`src/rtl/fifo_read_streamer.sv`:
```
// fifo_read_streamer: turns a synchronous FIFO read port into a valid/ready stream.
//   Absorbs the FIFO's one-cycle read latency in a 3-entry circular buffer so
//   that one word per cycle is sustained with no combinational path from
//   m_ready to fifo_r_en.
// Ports:
//   clk, rst_n    clock, asynchronous active-low reset
//   en            allows new FIFO pops
//   fifo_empty    FIFO empty flag
//   fifo_rd_data  FIFO read data, valid the cycle after a pop
//   fifo_r_en     FIFO read enable (combinational, registered state only)
//   m_valid       output word available
//   m_data        output word (buffer head)
//   m_ready       consumer ready
//   rd_count      delivered-word counter
// Build option: define FIFO_RD_CNT_EN to build the rd_count counter;
//   otherwise rd_count is tied to 0.
module fifo_read_streamer #(
  parameter int DATA_WIDTH = 8,
  parameter int CNT_WIDTH  = 16
) (
  input  logic                  clk,
  input  logic                  rst_n,
  input  logic                  en,
  input  logic                  fifo_empty,
  input  logic [DATA_WIDTH-1:0] fifo_rd_data,
  output logic                  fifo_r_en,
  output logic                  m_valid,
  output logic [DATA_WIDTH-1:0] m_data,
  input  logic                  m_ready,
  output logic [CNT_WIDTH-1:0]  rd_count
);
  logic [DATA_WIDTH-1:0] mem_q [3];
  logic [1:0] head_q, head_d, tail_q, tail_d, occ_q, occ_d;
  logic       inflight_q, inflight_d;
  logic       hs;
  assign m_valid = occ_q != 2'd0;
  assign m_data  = head_q == 2'd2 ? mem_q[2] : head_q == 2'd1 ? mem_q[1] : mem_q[0];
  assign hs      = m_valid && m_ready;
  // Reserve a buffer slot for every word already in flight so capture can never overflow.
  assign fifo_r_en = rst_n && en && !fifo_empty && (({1'b0, occ_q} + {2'b0, inflight_q}) <= 3'd2);
  always_comb begin
    inflight_d = fifo_r_en;
    head_d     = hs ? (head_q == 2'd2 ? 2'd0 : head_q + 2'd1) : head_q;
    tail_d     = inflight_q ? (tail_q == 2'd2 ? 2'd0 : tail_q + 2'd1) : tail_q;
    occ_d      = occ_q + {1'b0, inflight_q} - {1'b0, hs};
  end
  always_ff @(posedge clk or negedge rst_n) begin
    if (!rst_n) begin
      head_q     <= '0;
      tail_q     <= '0;
      occ_q      <= '0;
      inflight_q <= 1'b0;
      for (int i = 0; i < 3; i++) mem_q[i] <= '0;
    end else begin
      head_q     <= head_d;
      tail_q     <= tail_d;
      occ_q      <= occ_d;
      inflight_q <= inflight_d;
      for (int i = 0; i < 3; i++)
        if (inflight_q && tail_q == 2'(i)) mem_q[i] <= fifo_rd_data;
    end
  end
`ifdef FIFO_RD_CNT_EN
  logic [CNT_WIDTH-1:0] cnt_q, cnt_d;
  assign cnt_d = cnt_q + CNT_WIDTH'(hs);
  always_ff @(posedge clk or negedge rst_n) begin
    if (!rst_n) cnt_q <= '0;
    else cnt_q <= cnt_d;
  end
  assign rd_count = cnt_q;
`else
  assign rd_count = '0;
`endif
endmodule

```
`config.mk`:
```
export PLATFORM = sky130hd
export DESIGN_NAME = fifo_read_streamer
export DESIGN_NICKNAME = d
export VERILOG_FILES = /design/src/rtl/fifo_read_streamer.sv
export SDC_FILE = /design/constraint.sdc
export NUM_CORES = 1
export LEC_CHECK = 0
export CAP_MARGIN = 20
export CORE_MARGIN = 2
export CORE_UTILIZATION = 44
export DETAILED_ROUTE_END_ITERATION = 16
export GPL_TIMING_DRIVEN = 0
export PLACE_DENSITY = 0.76
export SYNTH_ARGS = -nofsm -noshare
export SYNTH_HDL_FRONTEND = slang
export SYNTH_SLANG_ARGS = --single-unit
```
`constraint.sdc`:
```
create_clock -name clk -period 1.61 [get_ports clk]
set_input_delay 0.483 -clock clk [delete_from_list [all_inputs] [get_ports clk]]
set_output_delay 0.483 -clock clk [all_outputs]
set_load 0.01 [all_outputs]
```
# Word level (Yosys, flattened, before mapping)
# Cells that the tools add are included.
# word_totals
output_inout_bits	26
mem_bits_rw	0
n_memories	0
latch_bits	0
mem_bits_ro	0
wordCells	31
ff_bits	31
in_bits	13
# classes
n_reduce_logical	10
div_mod_pow	0
n_bitwise	0
muxes	4
n_lt_le_gt_ge	1
multipliers	0
shift	0
n_eq_ne	4
addsub	5
# ops
operator	count
8-bit 2-to-1 mux	2
1-bit logical AND	7
2-bit by 1-bit adder with 2-bit output (second input constant)	2
2-bit by 1-bit equality test with 1-bit output (second input constant)	2
2-bit equality test (second input constant)	2
2-bit 2-to-1 mux	2
2-bit by 1-bit adder with 3-bit output	1
3-bit by 2-bit <= comparator with 1-bit output (second input constant)	1
2-bit by 1-bit adder with 2-bit output	1
2-bit zero test	1
2-bit nonzero test	1
2-bit by 1-bit subtractor with 2-bit output	1
1-bit zero test	1

# Longest topological paths before layout
# Gate-level depths: netlist of run 1.
# depth
depth_word	3
mapped_depth	7
mapped_depth_nobuf	7

# Least setup slack after synthesis of run 1
# No wires, ideal clock.
# synth_path
path_type	register -> output
from	register inflight_q
to	output port fifo_r_en
stages_incl_launch_ff	6
t_required_ns	1.127
t_arrival_ns	1.271
path_buffers	0
setup_slack_ns	-0.144
cell_sequence	dfrtp_1 -> ha_1 -> inv_1 -> ha_1 -> nor3b_1 -> o2111a_1
# synth_between
elab_chain_len	3
# synth_rtl
item	line_no	rtl
start: declaration	34	logic inflight_q, inflight_d;
start signal: assignment	58	inflight_q <= inflight_d;
2-bit by 1-bit adder with 3-bit output	40	assign fifo_r_en = rst_n && en && !fifo_empty && (({1'b0, occ_q} + {2'b0, inflight_q}) <= 3'd2);
3-bit by 2-bit <= comparator with 1-bit output	40	
1-bit logical AND	40	
end: declaration	26	output logic fifo_r_en,
# Every way passes these cells.

# Worst setup path in the final report of run 1
# layout_path
from	register occ_q[0]
to	output port fifo_r_en
# layout_between
elab_chain_len	3
# layout_rtl
item	line_no	rtl
start: declaration	33	logic [1:0] head_q, head_d, tail_q, tail_d, occ_q, occ_d;
start signal: assignment	51	occ_q <= '0;
start signal: assignment	57	occ_q <= occ_d;
2-bit by 1-bit adder with 3-bit output	40	
3-bit by 2-bit <= comparator with 1-bit output	40	
1-bit logical AND	40	
# Every way passes these cells.

==> results.md, run 1 <==
* Tcrit/Tclk final at 1.33
* RSZ-0062 raised after global routing: true
* Drc violations at 0
* Critical path origin: occ_q[0]$_DFF_PN0_
* Via count of the first global-routing pass at 1116
* Final hold violations at 0
* Max Clock Freq at 467 MHz
* Worst-margin pin slew at roughly 760 ps
* TritonCTS clock tree: built
* CORE AREA at roughly 0.0036 mm²
* Internal at around 2.7 mW
* Setup crit end kind: primary output
* Worst-Skew Late Latency at 280 ps
* Startpoint Class: flop
* Synth Area per Inst at ~13 µm²
* Capturing point of the worst reg2reg path: occ_q[1]$_DFF_PN0_
* Die area at 0.00425 mm²
* Initial antenna violation count at 0
* Total grt overflow at 0
* Area of the multi-input gates at between 700 and 800 µm²
* Sw Pwr at 1.31 mW
* Final-report setup violation count at 11
* Reg2Reg Setup Slack at -160 ps
* Via density at 4.73
* Arrival time worst endpoint at 1660 ps
* Final WL at 3.14 mm
* Cell Area, Placed at 0.00201 mm²
* Pleak at around 1.1 nW
* Final Max Slew Viols at 0
* Worst vdd ir at around 0.00084 V
* P per Cell Area at 1800 mW/mm²
* Ant. Diodes at 0
* Slew headroom at 0.492
* Part of the power in combinational logic at 0.477
* Clock-pin slew on the worst setup and hold paths at ~60 ps
* Synth cell count leaders: dfrtp_1 (31), mux2_2 (26), mux2i_1 (24)
* Final min period at 2140 ps
* Clock tree sinks at 31
* H-tree levels at 2
* Row cnt at 22
* Synth-to-layout area growth at 34.2%
* Drt pass-1 iters at 4
* Initial DRC Count at 26
* Clock power share at 0.166
* Total track usage at 0.167
* Vias at 1084
* EDFF count, synth at 0
* Cell taking the most area after synthesis: dfrtp_1
* Top post-synthesis cells by area: dfrtp_1 (47%), mux2_2 (18%), mux2i_1 (15%), buf_4 (7.8%), ha_1 (3.8%)
* Share of layout cells above drive strength 1 at 0.448
* Worst hold-check path type: in2async
* Fillers at 316
* Post-synthesis async set-or-reset flop share at 1.00
* Most numerous cell in the Yosys netlist: dfrtp_1
* Port Buffers at 22
* Worst reg2reg path startpoint: occ_q[1]$_DFF_PN0_
* Cells after Synth at 126
* Root Driver: clkbuf_8
* Largest net degree at the start of global routing at 19
* Inserted Clock Buffers at 5
* Post-route ant nets at 0
* Crit path kind: reg2out
* Post-synthesis register bit count at 31
* Part of the power in registers at 0.357
* Worst Skew at between 2 and 2.5 ps
* Overall Power at 3.98 mW
* Wire per inst at 13.7 µm
* Status: complete, but fails checks
* Max cap viols at 0
* R2R cell count at 7
* Syn. warnings at 0
* Width of the die at 65.2 µm
* # nets final at between 150 and 200
* Placer Congestion at 0.636
* Post-route cell area at 0.00221 mm²
* CP Capture Point: fifo_r_en
* FF+latch area at 777 µm²
* Yosys cell types at 19
* Failing checks: setup timing
* Die height at 65.2 µm
* Initial Utilization at 0.453
* Placed insts at 212
* Fin cells at between 200 and 250
* First-pass GRT wire length at 5.20 mm
* Synth top area share at 0.471
* Final WS setup at -531 ps
* I/O pin total at 39
* CTS Buffer Depth at 2
* WP data required at between 1000 and 1500 ps
* Switching Fraction at 0.329
* Ys flop type: dfrtp_1
* Post-Syn Area at around 0.0016 mm²
* CP Max Fanout at 3
* Sequential area share after synthesis at 0.471
* Hpwl dp at about 2.2 mm
-- final cells by class --
type,instances,area share
timing repair buffer,32,0.137
multi-input combinational,84,0.356
inverter,7,0.0119
sequential,31,0.352
buffer,19,0.0708
clock buffer,8,0.0453
tap,48,0.0272
-- registers in the layout (all words and copies together), names as in the netlist --
name / cells
mem_q: 24
occ_q: 2
head_q: 2
tail_q: 2
inflight_q: 1
-- power groups by stage --
stage | clock network, mW | registers (mW) | logic, mW
CTS | 0.676 | 1.42 | 1.87
floorplan | 0 | 1.36 | 1.17
global route | 0.715 | 1.47 | 2.09
global placement | 0 | 1.39 | 1.73
finish | 0.662 | 1.42 | 1.90
detailed placement | 0 | 1.43 | 1.81
-- cells in the final DEF, fill, tap and decap left out, drive strengths merged --
master and instances:
clkdlybuf4s15 1, nor2b 1, clkdlybuf4s50 11, nand3b 2, o2111a 1, dfrtp 31, nor2 1, conb 16
or2 1, nor3b 2, clkbuf 8, ha 5, a21o 1, inv 7, xnor2 2, mux2 26
buf 39, o21ai 2, mux2i 24
-- worst max-delay path, stage by stage (launching register included) --
cell	delay, ps
dfrtp_1	400
ha_2	210
inv_2	60
ha_4	180
nor3b_2	150
o2111a_1	240
buf_2	140
-- layer usage --
metal / vias to the layer above / track usage / share of wire
li1: 512 / - / -
met1: 534 / 0.186 / 0.39
met2: 30 / 0.300 / 0.53
met3: 8 / 0.0479 / 0.054
met4: 0 / 0.0651 / 0.022
met5: - / 0 / 0
-- through the flow --
step,setup WS [ps],TNS [ps],hold WS [ps],utilization
4_1_cts,-558,-2600,384,0.603
5_1_grt,-629,-3530,393,0.608
3_3_place_gp,-1680,-21190,486,0.546
2_1_floorplan,-144,-144,187,-
6_report,-531,-2470,350,0.608
3_5_place_dp,-1210,-6680,494,0.553
-- worst min-delay path by stage --
stage | from | endpoint
3_3_place_gp | mem_q[9]$_DFFE_PN0P_ | mem_q[9]$_DFFE_PN0P_
3_5_place_dp | mem_q[15]$_DFFE_PN0P_ | mem_q[15]$_DFFE_PN0P_
5_1_grt | rst_n | mem_q[2]$_DFFE_PN0P_
4_1_cts | rst_n | mem_q[22]$_DFFE_PN0P_
2_1_floorplan | rst_n | head_q[0]$_DFFE_PN0P_
6_report | rst_n | tail_q[0]$_DFFE_PN0P_
-- what timing repair did --
action / in CTS / in global routing
cloned: 1 / 0
endpoints found under the setup margin: 12 / 12
hold buffers: 0 / 0
hold endpoints to repair: 0 / 0
buffers inserted: 7 / 1
gates resized for setup: 55 / 3
pin swaps: 2 / 2
-- cell families (layout without fill, tap and decap cells) --
| group | count (synthesis) | in the layout | share of synthesized area |
|---|---|---|---|
| other | 1 | 16 | 0.00228 |
| flip-flops | 31 | 31 | 0.471 |
| AND/OR/NAND/NOR | 7 | 7 | 0.0372 |
| adder cells (fa/ha/maj) | 5 | 5 | 0.0380 |
| AO/OA/AOI/OAI | 4 | 4 | 0.0175 |
| multiplexers | 50 | 50 | 0.324 |
| XOR/XNOR | 2 | 2 | 0.0106 |
| buffers and inverters | 26 | 66 | 0.0995 |
(Power assumes the default switching activity.)
==> run 2, diff against run 1 <==
- CORE_UTILIZATION: 44 -> 46
- clock period: 1.61 -> 2.59 ns (I/O delays scaled with it)
==> results.md, run 2 (synthesis gave the netlist of run 1 again) <==
* Status: finished clean
* Clock tree sinks at 31
* Total grt overflow at 0
* Drc violations at 0
* Sw Pwr at 0.758 mW
* Max FFs per register at 24
* WP data required at 1810 ps
* Drt pass-1 iters at 4
* Port Buffers at 22
* Clock-pin slew on the worst setup and hold paths at roughly 90 ps
* Worst Skew at 6.71 ps
* Pleak at 0.999 nW
* Via count of the first global-routing pass at 1137
* Placer Congestion at 0.685
* P per Cell Area at 1060 mW/mm²
* Final core occ at 0.610
* Reg2Reg Setup Slack at 670 ps
* Die area at 0.00407 mm²
* Cell Area, Placed at 0.00201 mm²
* Worst-margin pin slew at 559 ps
* Root Driver: clkbuf_4
* First-pass GRT wire length at 5.10 mm
* Placed insts at between 200 and 250
* Post-route ant nets at 0
* Initial DRC Count at 19
* Max cap viols at 0
* Worst vdd ir at about 0.00064 V
* Initial Utilization at 0.486
* Crit path kind: reg2out
* Switching Fraction at 0.346
* Die height at 63.8 µm
* Most frequent cells in the layout: dfrtp_1 (30), mux2_2 (26), mux2i_1 (24), buf_4 (19), conb_1 (16)
* Fillers at 283
* Width of the die at roughly 64 µm
* Arrival time worst endpoint at 1720 ps
* Fin cells at 220
* Synth-to-layout area growth at 25.6%
* CORE AREA at 0.00339 mm²
* Via density at 4.72
* CTS Buffer Depth at 2
* Wire per inst at about 14 µm
* CP Max Fanout at 2
* Initial antenna violation count at 0
* H-tree levels at 2
* Part of the power in combinational logic at 0.483
* Final Max Slew Viols at 0
* Tcrit/Tclk final at 0.965
* Post-route cell area at 0.00207 mm²
* # nets final at 191
* Hpwl dp at between 2 and 2.5 mm
* Largest net degree at the start of global routing at 21
* Inserted Clock Buffers at 5
* Final WL at around 3.0 mm
* Max Clock Freq at 400 MHz
* Worst hold-check path type: in2async
* Part of the power in registers at 0.399
* Row cnt at 21
* Final-report setup violation count at 0
* Most common cell after layout, fill and taps aside: dfrtp_1
* Biggest register: mem_q
* Final min period at 2500 ps
* Ant. Diodes at 0
* Final hold violations at 0
* I/O pin total at 39
* Internal at 1.43 mW
* Startpoint Class: flop
* Setup crit end kind: primary output
* TritonCTS clock tree: built
* Worst-Skew Late Latency at 320 ps
* Clock power share at 0.118
* Vias at a little over 1000
* Slew headroom at 0.627
* Total track usage at 0.164
* Share of layout cells above drive strength 1 at 0.356
run 2: power by group through the flow:
stage / Clock [mW] / Sequential (mW) / Combinational (mW)
finish: 0.259 / 0.875 / 1.06
global route: 0.290 / 0.909 / 1.17
CTS: 0.273 / 0.874 / 1.07
detailed placement: 0 / 0.893 / 1.12
global placement: 0 / 0.864 / 1.07
floorplan: 0 / 0.844 / 0.729
run 2: repair_timing:
item / in CTS / in global routing
setup endpoints to repair: 9 / 1
hold buffers: 0 / 0
pin swaps: 0 / 0
resized for setup: 20 / 2
buffers inserted: 2 / 0
run 2: worst paths after layout:
| kind | cells past startpoint | to | startpoint |
|---|---|---|---|
| worst max-delay path | 6 | fifo_r_en | inflight_q$_DFF_PN0_ |
| worst max register to register | 8 | occ_q[1]$_DFF_PN0_ | occ_q[0]$_DFF_PN0_ |
| worst min register to register | 1 | mem_q[3]$_DFFE_PN0P_ | mem_q[3]$_DFFE_PN0P_ |
| max in group asynchronous | 2 | inflight_q$_DFF_PN0_ | rst_n |
| worst min-delay path | 1 | mem_q[8]$_DFFE_PN0P_ | rst_n |
| min in group clk | 1 | mem_q[3]$_DFFE_PN0P_ | mem_q[3]$_DFFE_PN0P_ |
run 2: routing by layer:
metal / share of wire / global-route usage
met5: 0 / 0
met4: 0.014 / 0.0734
met3: 0.043 / 0.0352
met2: 0.55 / 0.301
met1: 0.39 / 0.179
run 2: critical path, stage by stage, from the launching register on:
cell and delay [ps]:
dfrtp_2 420, ha_2 180, inv_1 60, ha_1 220, nor3b_2 150, o2111a_1 230, buf_2 140
run 2: final cells by class:
type / count / area, µm² / area share
Tap cell: 46 / 57.6 / 0.0278
Buffer: 19 / 144 / 0.0696
Sequential cell: 31 / 777 / 0.376
Multi-Input combinational cell: 84 / 771 / 0.373
Timing Repair Buffer: 25 / 243 / 0.117
Clock buffer: 7 / 45.0 / 0.0218
Inverter: 7 / 26.3 / 0.0127
Clock inverter: 1 / 5.00 / 0.00242
run 2: metrics by stage:
stage	power, mW	setup slack, ps	setup TNS, ps	hold slack (ps)
floorplan	1.57	542	0	479
global placement	1.94	-1270	-1290	486
detailed placement	2.01	-885	-885	493
CTS	2.22	73.8	0	328
global route	2.36	-7.67	-7.67	331
finish	2.19	91.4	0	336
==> run 3, diff against run 2 <==
- CTS_CLUSTER_SIZE: default -> 10
==> results of run 3 <==
The final DEF is identical to that of run 2; final timing and power are the same.
